### config.mk
export PLATFORM = sky130hd
export DESIGN_NAME = uvmt_cv32e40x_sl_trigger_mem_scheduler
export DESIGN_NICKNAME = d
export VERILOG_FILES = /design/src/rtl/uvmt_cv32e40x_sl_trigger_mem_scheduler.sv
export SDC_FILE = /design/constraint.sdc
export NUM_CORES = 1
export LEC_CHECK = 0
export ABC_AREA = 1
export BUFFER_PORTS_ARGS = -buffer_cell sky130_fd_sc_hd__buf_2
export CAP_MARGIN = 40
export CORE_MARGIN = 2
export CORE_UTILIZATION = 37
export DETAILED_ROUTE_END_ITERATION = 8
export PLACE_DENSITY = 0.63
export SLEW_MARGIN = 20
export SYNTH_ARGS = -nofsm -noshare
export SYNTH_HDL_FRONTEND = slang
export SYNTH_SLANG_ARGS = --single-unit
### constraint.sdc
create_clock -name clk_i -period 5.2 [get_ports clk_i]
set_input_delay 0 -clock clk_i [delete_from_list [all_inputs] [get_ports clk_i]]
set_output_delay 0 -clock clk_i [all_outputs]
set_load 0.01 [all_outputs]
### src/rtl/uvmt_cv32e40x_sl_trigger_mem_scheduler.sv
// Collects the data accesses of the in-flight instruction, snapshots them on retire and scans
// one access per cycle through a shared load/store trigger comparator bank.
module uvmt_cv32e40x_sl_trigger_mem_scheduler #(
    parameter int NUM_TRIGGERS   = 4,
    parameter int MAX_MEM_ACCESS = 13,
    parameter int IDX_W          = 4
) (
    input  logic                      clk_i,
    input  logic                      rst_i,
    input  logic                      mem_valid_i,
    input  logic [31:0]               mem_addr_i,
    input  logic                      mem_we_i,
    input  logic                      instr_valid_i,
    input  logic                      instr_dbg_i,
    input  logic                      exec_exc_match_i,
    input  logic [NUM_TRIGGERS-1:0]   mode_ok_i,
    input  logic [NUM_TRIGGERS*32-1:0] tdata1_i,
    input  logic [NUM_TRIGGERS*32-1:0] tdata2_i,
    output logic                      busy_o,
    output logic                      result_valid_o,
    output logic [NUM_TRIGGERS-1:0]   match_o,
    output logic [IDX_W-1:0]          match_idx_o,
    output logic                      overflow_o,
    output logic                      overrun_o
);

    typedef enum logic {
        IDLE,
        SCAN
    } state_e;

    state_e                    state_q, state_d;

    logic [31:0]               buf_addr_q [MAX_MEM_ACCESS];
    logic [MAX_MEM_ACCESS-1:0] buf_we_q;
    logic [IDX_W-1:0]          cnt_q, cnt_d;

    logic [31:0]               scan_addr_q [MAX_MEM_ACCESS];
    logic [MAX_MEM_ACCESS-1:0] scan_we_q;
    logic [IDX_W-1:0]          scan_n_q;
    logic [IDX_W-1:0]          scan_k_q, scan_k_d;

    logic                      result_valid_q, result_valid_d;
    logic [NUM_TRIGGERS-1:0]   match_q, match_d;
    logic [IDX_W-1:0]          match_idx_q, match_idx_d;
    logic                      overflow_q, overflow_d;
    logic                      overrun_q, overrun_d;

    logic                      acc_full;
    logic                      acc_take;
    logic [IDX_W-1:0]          retire_n;
    logic                      retire_scan;
    logic [NUM_TRIGGERS-1:0]   hit_mask;

    function automatic logic trig_hit(
        input logic [31:0] td1,
        input logic [31:0] td2,
        input logic [31:0] addr,
        input logic        we,
        input logic        ok
    );
        logic addr_hit;
        logic type_hit;
        case (td1[10:7])
            4'd0:    addr_hit = (addr == td2);
            4'd2:    addr_hit = (addr >= td2);
            4'd3:    addr_hit = (addr < td2);
            default: addr_hit = 1'b0;
        endcase
        type_hit = we ? td1[1] : td1[0];
        return ok && addr_hit && type_hit;
    endfunction

    // An access arriving together with the retire strobe belongs to the retiring instruction.
    assign acc_full    = (cnt_q == IDX_W'(MAX_MEM_ACCESS));
    assign acc_take    = mem_valid_i && !acc_full;
    assign retire_n    = cnt_q + IDX_W'(acc_take);
    assign retire_scan = instr_valid_i && (retire_n != '0) && !instr_dbg_i && !exec_exc_match_i;

    always_comb begin
        hit_mask = '0;
        for (int t = 0; t < NUM_TRIGGERS; t++) begin
            hit_mask[t] = trig_hit(tdata1_i[t*32 +: 32], tdata2_i[t*32 +: 32],
                                   scan_addr_q[scan_k_q], scan_we_q[scan_k_q], mode_ok_i[t]);
        end
    end

    always_comb begin
        cnt_d      = cnt_q;
        overflow_d = overflow_q | (mem_valid_i & acc_full);
        if (instr_valid_i) begin
            cnt_d = '0;
        end else if (acc_take) begin
            cnt_d = cnt_q + IDX_W'(1);
        end
    end

    // A retire always wins: a running scan is dropped without a result and the new snapshot restarts.
    always_comb begin
        state_d        = state_q;
        scan_k_d       = scan_k_q;
        result_valid_d = 1'b0;
        match_d        = '0;
        match_idx_d    = '0;
        overrun_d      = overrun_q;
        if (instr_valid_i) begin
            if (state_q == SCAN) begin
                overrun_d = 1'b1;
            end
            scan_k_d = '0;
            if (retire_scan) begin
                state_d = SCAN;
            end else begin
                state_d        = IDLE;
                result_valid_d = 1'b1;
            end
        end else if (state_q == SCAN) begin
            if (hit_mask != '0) begin
                state_d        = IDLE;
                result_valid_d = 1'b1;
                match_d        = hit_mask;
                match_idx_d    = scan_k_q;
            end else if (scan_k_q == scan_n_q - IDX_W'(1)) begin
                state_d        = IDLE;
                result_valid_d = 1'b1;
            end else begin
                scan_k_d = scan_k_q + IDX_W'(1);
            end
        end
    end

    always_ff @(posedge clk_i) begin
        if (rst_i) begin
            state_q        <= IDLE;
            cnt_q          <= '0;
            scan_k_q       <= '0;
            result_valid_q <= 1'b0;
            match_q        <= '0;
            match_idx_q    <= '0;
            overflow_q     <= 1'b0;
            overrun_q      <= 1'b0;
        end else begin
            state_q        <= state_d;
            cnt_q          <= cnt_d;
            scan_k_q       <= scan_k_d;
            result_valid_q <= result_valid_d;
            match_q        <= match_d;
            match_idx_q    <= match_idx_d;
            overflow_q     <= overflow_d;
            overrun_q      <= overrun_d;
        end
    end

    // Access payload storage needs no reset; cnt_q and scan_n_q decide which slots are live.
    always_ff @(posedge clk_i) begin
        if (acc_take) begin
            buf_addr_q[cnt_q] <= mem_addr_i;
            buf_we_q[cnt_q]   <= mem_we_i;
        end
        if (instr_valid_i) begin
            scan_n_q <= retire_n;
            for (int i = 0; i < MAX_MEM_ACCESS; i++) begin
                if (acc_take && (cnt_q == IDX_W'(i))) begin
                    scan_addr_q[i] <= mem_addr_i;
                    scan_we_q[i]   <= mem_we_i;
                end else begin
                    scan_addr_q[i] <= buf_addr_q[i];
                    scan_we_q[i]   <= buf_we_q[i];
                end
            end
        end
    end

    assign busy_o         = (state_q == SCAN);
    assign result_valid_o = result_valid_q;
    assign match_o        = match_q;
    assign match_idx_o    = match_idx_q;
    assign overflow_o     = overflow_q;
    assign overrun_o      = overrun_q;

endmodule

==> summary.md <==
| Metric | Value |
|---|---|
| Largest net degree at the start of global routing | 172 |
| Peak supply drop | 0.213 mV |
| Setup Skew | 0.0178 ns |
| Avg Cell Area, Syn | 13.7 um^2 |
| Most frequent cells in the layout | edfxtp_1 (862), mux2_2 (372), inv_1 (282) |
| EDFF count, synth | 862 |
| Outcome | completed |
| Measured slew at the worst slew-check pin | 1.09 ns |
| Max cap viols | 0 |
| CTS tree | built |
| Critical path startpoint category | register |
| Switching Share | 22.6% |
| Diode count | 0 |
| Worst slew margin | 27.4% |
| Initial detailed-routing violation count | 2084 |
| Total track usage | 17.6% |
| CTS resizes | 0 |
| Clk Latency, worst-skew pair | 0.64 ns |
| Max clock buf depth | 3 |
| Fin nets | 3621 |
| Commonest non-fill, non-tap cell in the layout | edfxtp_1 |
| Critical Path Sink Type | register |
| Layout area overhead | 15.9% |
| Netlist cell types | 41 |
| Worst setup margin | 0.583 ns |
| DRC viols | 0 |
| CP max-delay cell | dfxtp_4 |
| Final Util | 43.2% |
| Post-route cell area | 46400 um^2 |
| Top FF cell, synth | edfxtp_1 |
| Final Wtd Congestion | 0.884 |
| Vias in the first global route | 23.0k |
| Final setup fails | 0 |
| Die width | 333 um |
| Root buffer cell | clkbuf_16 |
| Sequential power share | 51.7% |
| Crit path DAT | 5.19 ns |
| Antenna viol nets, final | 0 |
| Worst path bufs/invs | 4 |
| Seq/Total Area, Yosys | 65.9% |
| Switch Pwr | 0.00356 W |
| Worst setup path class | reg -> reg |
| CP top delay family | buffers and inverters |
| Logic pwr share | 8.4% |
| Die Ht | 333 um |
| Share of cells above drive strength 1 | 25.9% |
| Core box area | 107000 um^2 |
| H-tree levels | 3 |
| Pre-CTS setup slack | 0.576 ns |
| DPL Wire Length | 58300 um |
| Final max-slew violation count | 0 |
| Worst-path cell chain | buf_12 > buf_12 > buf_4 > mux2i_1 > o21ai_0 > o21ai_0 > o22ai_1 > ha_1 > nand2_1 > nor2_1 > nor3b_1 > nand2_1 > nand3_1 > nand2_1 > nand3_1 > nand2_2 > dlygate4sd3_1 > nor2_1 |
| Routed len/inst | 21.4 um |
| Syn. warnings | 0 |
| Global-route wire length before repair | 147000 um |
| FMAX | 217 MHz |
| Clock group share of total power | 39.9% |
| Rows | 120 |
| Final WL | 99600 um |
| Internal | 0.0122 W |
| Fin crit share | 88.8% |
| Placed Area | 43000 um^2 |
| Yosys reg bits | 886 |
| Area share of the largest cell type after synthesis | 64.7% |
| Top cells by area, synth | edfxtp_1 (65%), mux2_2 (10%), ha_1 (4.3%) |
| Top cell type by total area after synthesis | edfxtp_1 |
| Number of I/O port buffers | 206 |
| CP Max Fanout | 46 |
| Cell Pwr Density | 340 nW/um^2 |
| Starting density of the core | 37.3% |
| Min cycle time layout | 4.62 ns |
| Routed vias | 23.5k |
| Post-synth ARST share | 0% |
| Die Area | 111000 um^2 |
| Via/cell ratio | 5.04 |
| TritonCTS Buffers | 92 |
| RSZ-0062 raised after global routing | false |
| Fin Hold WS | 0.137 ns |
| Cells after synthesis | 2918 |
| CP required | 5.77 ns |
| Most used cell, CP | nand2_1 |
| Pre-antenna DRT Iters | 7 |
| Syn Nets | 3353 |
| CP max stage delay | 0.66 ns |
| CTS Sinks | 886 |
| Final Hold Fails | 0 |
| Hold Path Class | in -> reg |
| Leak | 17.0 nW |
| Cell Area, Synth | 40000 um^2 |
| Clock-pin transition on the worst setup and hold timing paths | 0.06 ns |
| TNS Setup | 0 ns |
| Initial antenna violation count | 1 |
| I/O pins | 311 |
| Post-CTS setup buffers | 0 |
| Congestion Overflow GR | 0 |
## routing by layer
metal | global-route usage (%) | wire, um | part of all wire, %
met4 | 4.06 | 1630 | 1.6
met1 | 24.1 | 43700 | 44
met3 | 2.31 | 6130 | 6.2
met2 | 29.9 | 48200 | 48
met5 | 0 | 13 | 0.013
## power by group through the flow
stage / Sequential [W] / Clock [W] / Combinational, W
after detailed placement: 0.00830 / 0 / 0.00130
after floorplan: 0.00829 / 0 / 0.000803
after CTS: 0.00815 / 0.00642 / 0.00134
final: 0.00815 / 0.00630 / 0.00133
after global routing: 0.00817 / 0.00669 / 0.00148
after global placement: 0.00829 / 0 / 0.00127
## sequential cells by signal, summed over array words and instances (netlist names), named ones only
| register | cells |
|---|---|
| busy_o | 1 |
| match_idx_o | 4 |
| scan_we_q | 13 |
| match_o | 4 |
| overflow_o | 1 |
| buf_we_q | 13 |
| overrun_o | 1 |
| result_valid_o | 1 |
| scan_addr_q | 416 |
| cnt_q | 4 |
| scan_n_q | 4 |
| buf_addr_q | 416 |
| scan_k_q | 4 |
## worst reg2reg max path, stage by stage (launching register included)
cell and delay, ns:
dfxtp_4 0.66, buf_12 0.37, buf_12 0.31, buf_4 0.32, mux2i_1 0.22, o21ai_0 0.09
o21ai_0 0.17, o22ai_1 0.21, ha_1 0.37, nand2_1 0.09, nor2_1 0.14, nor3b_1 0.55
nand2_1 0.11, nand3_1 0.10, nand2_1 0.05, nand3_1 0.08, nand2_2 0.07, dlygate4sd3_1 0.56
nor2_1 0.09
## path summary, 6_finish.rpt
path	start	cells after the start	slack [ns]	end
max	register	18	0.58	match_o[0]
max reg2reg	register	18	0.58	match_o[0]
min	rst_i	3	0.14	overrun_o
min reg2reg	overrun_o	2	0.47	overrun_o
## Yosys cell counts, drive strengths merged, types with 24 or more instances
cell / count
ha: 136
clkbuf: 99
edfxtp: 862
o22ai: 29
a21oi: 168
nor2: 138
mux2: 416
nand3: 28
mux2i: 96
o21ai: 274
inv: 297
nand2: 198
buf: 65
dfxtp: 24
## what timing repair did
item	4_1_cts	5_1_grt
hold buffers	53	0
hold endpoints to repair	544	0
setup endpoints to repair	0	0
## cell families after synthesis
| family | share of synthesized area (%) |
|---|---|
| and+or+nand+nor | 4.33 |
| DFF | 65.9 |
| adders and majority gates | 4.25 |
| buffers and inverters | 4.55 |
| AOI/OAI and AO/OA | 6.67 |
| muxes | 14.1 |
| xor gates and xnor gates | 0.175 |
## area by class of cell
| cell class | count | area [um^2] |
|---|---|---|
| clock buffers | 112 | 2410 |
| clock inverters | 54 | 439 |
| fillers | 9691 | 60800 |
| inverters | 298 | 1120 |
| multi-input cells | 1570 | 11900 |
| flip-flops and latches | 886 | 26400 |
| well taps | 1403 | 1760 |
| repair buffers | 338 | 2320 |
## through the flow
step | std cells | total power (W)
floorplan | 2918 | 0.00909
global placement | 4437 | 0.00956
detailed placement | 4441 | 0.00960
CTS | 4660 | 0.0159
global route | 4661 | 0.0163
finish | 4661 | 0.0158
Note: power is estimated with default switching activity, not from simulation.
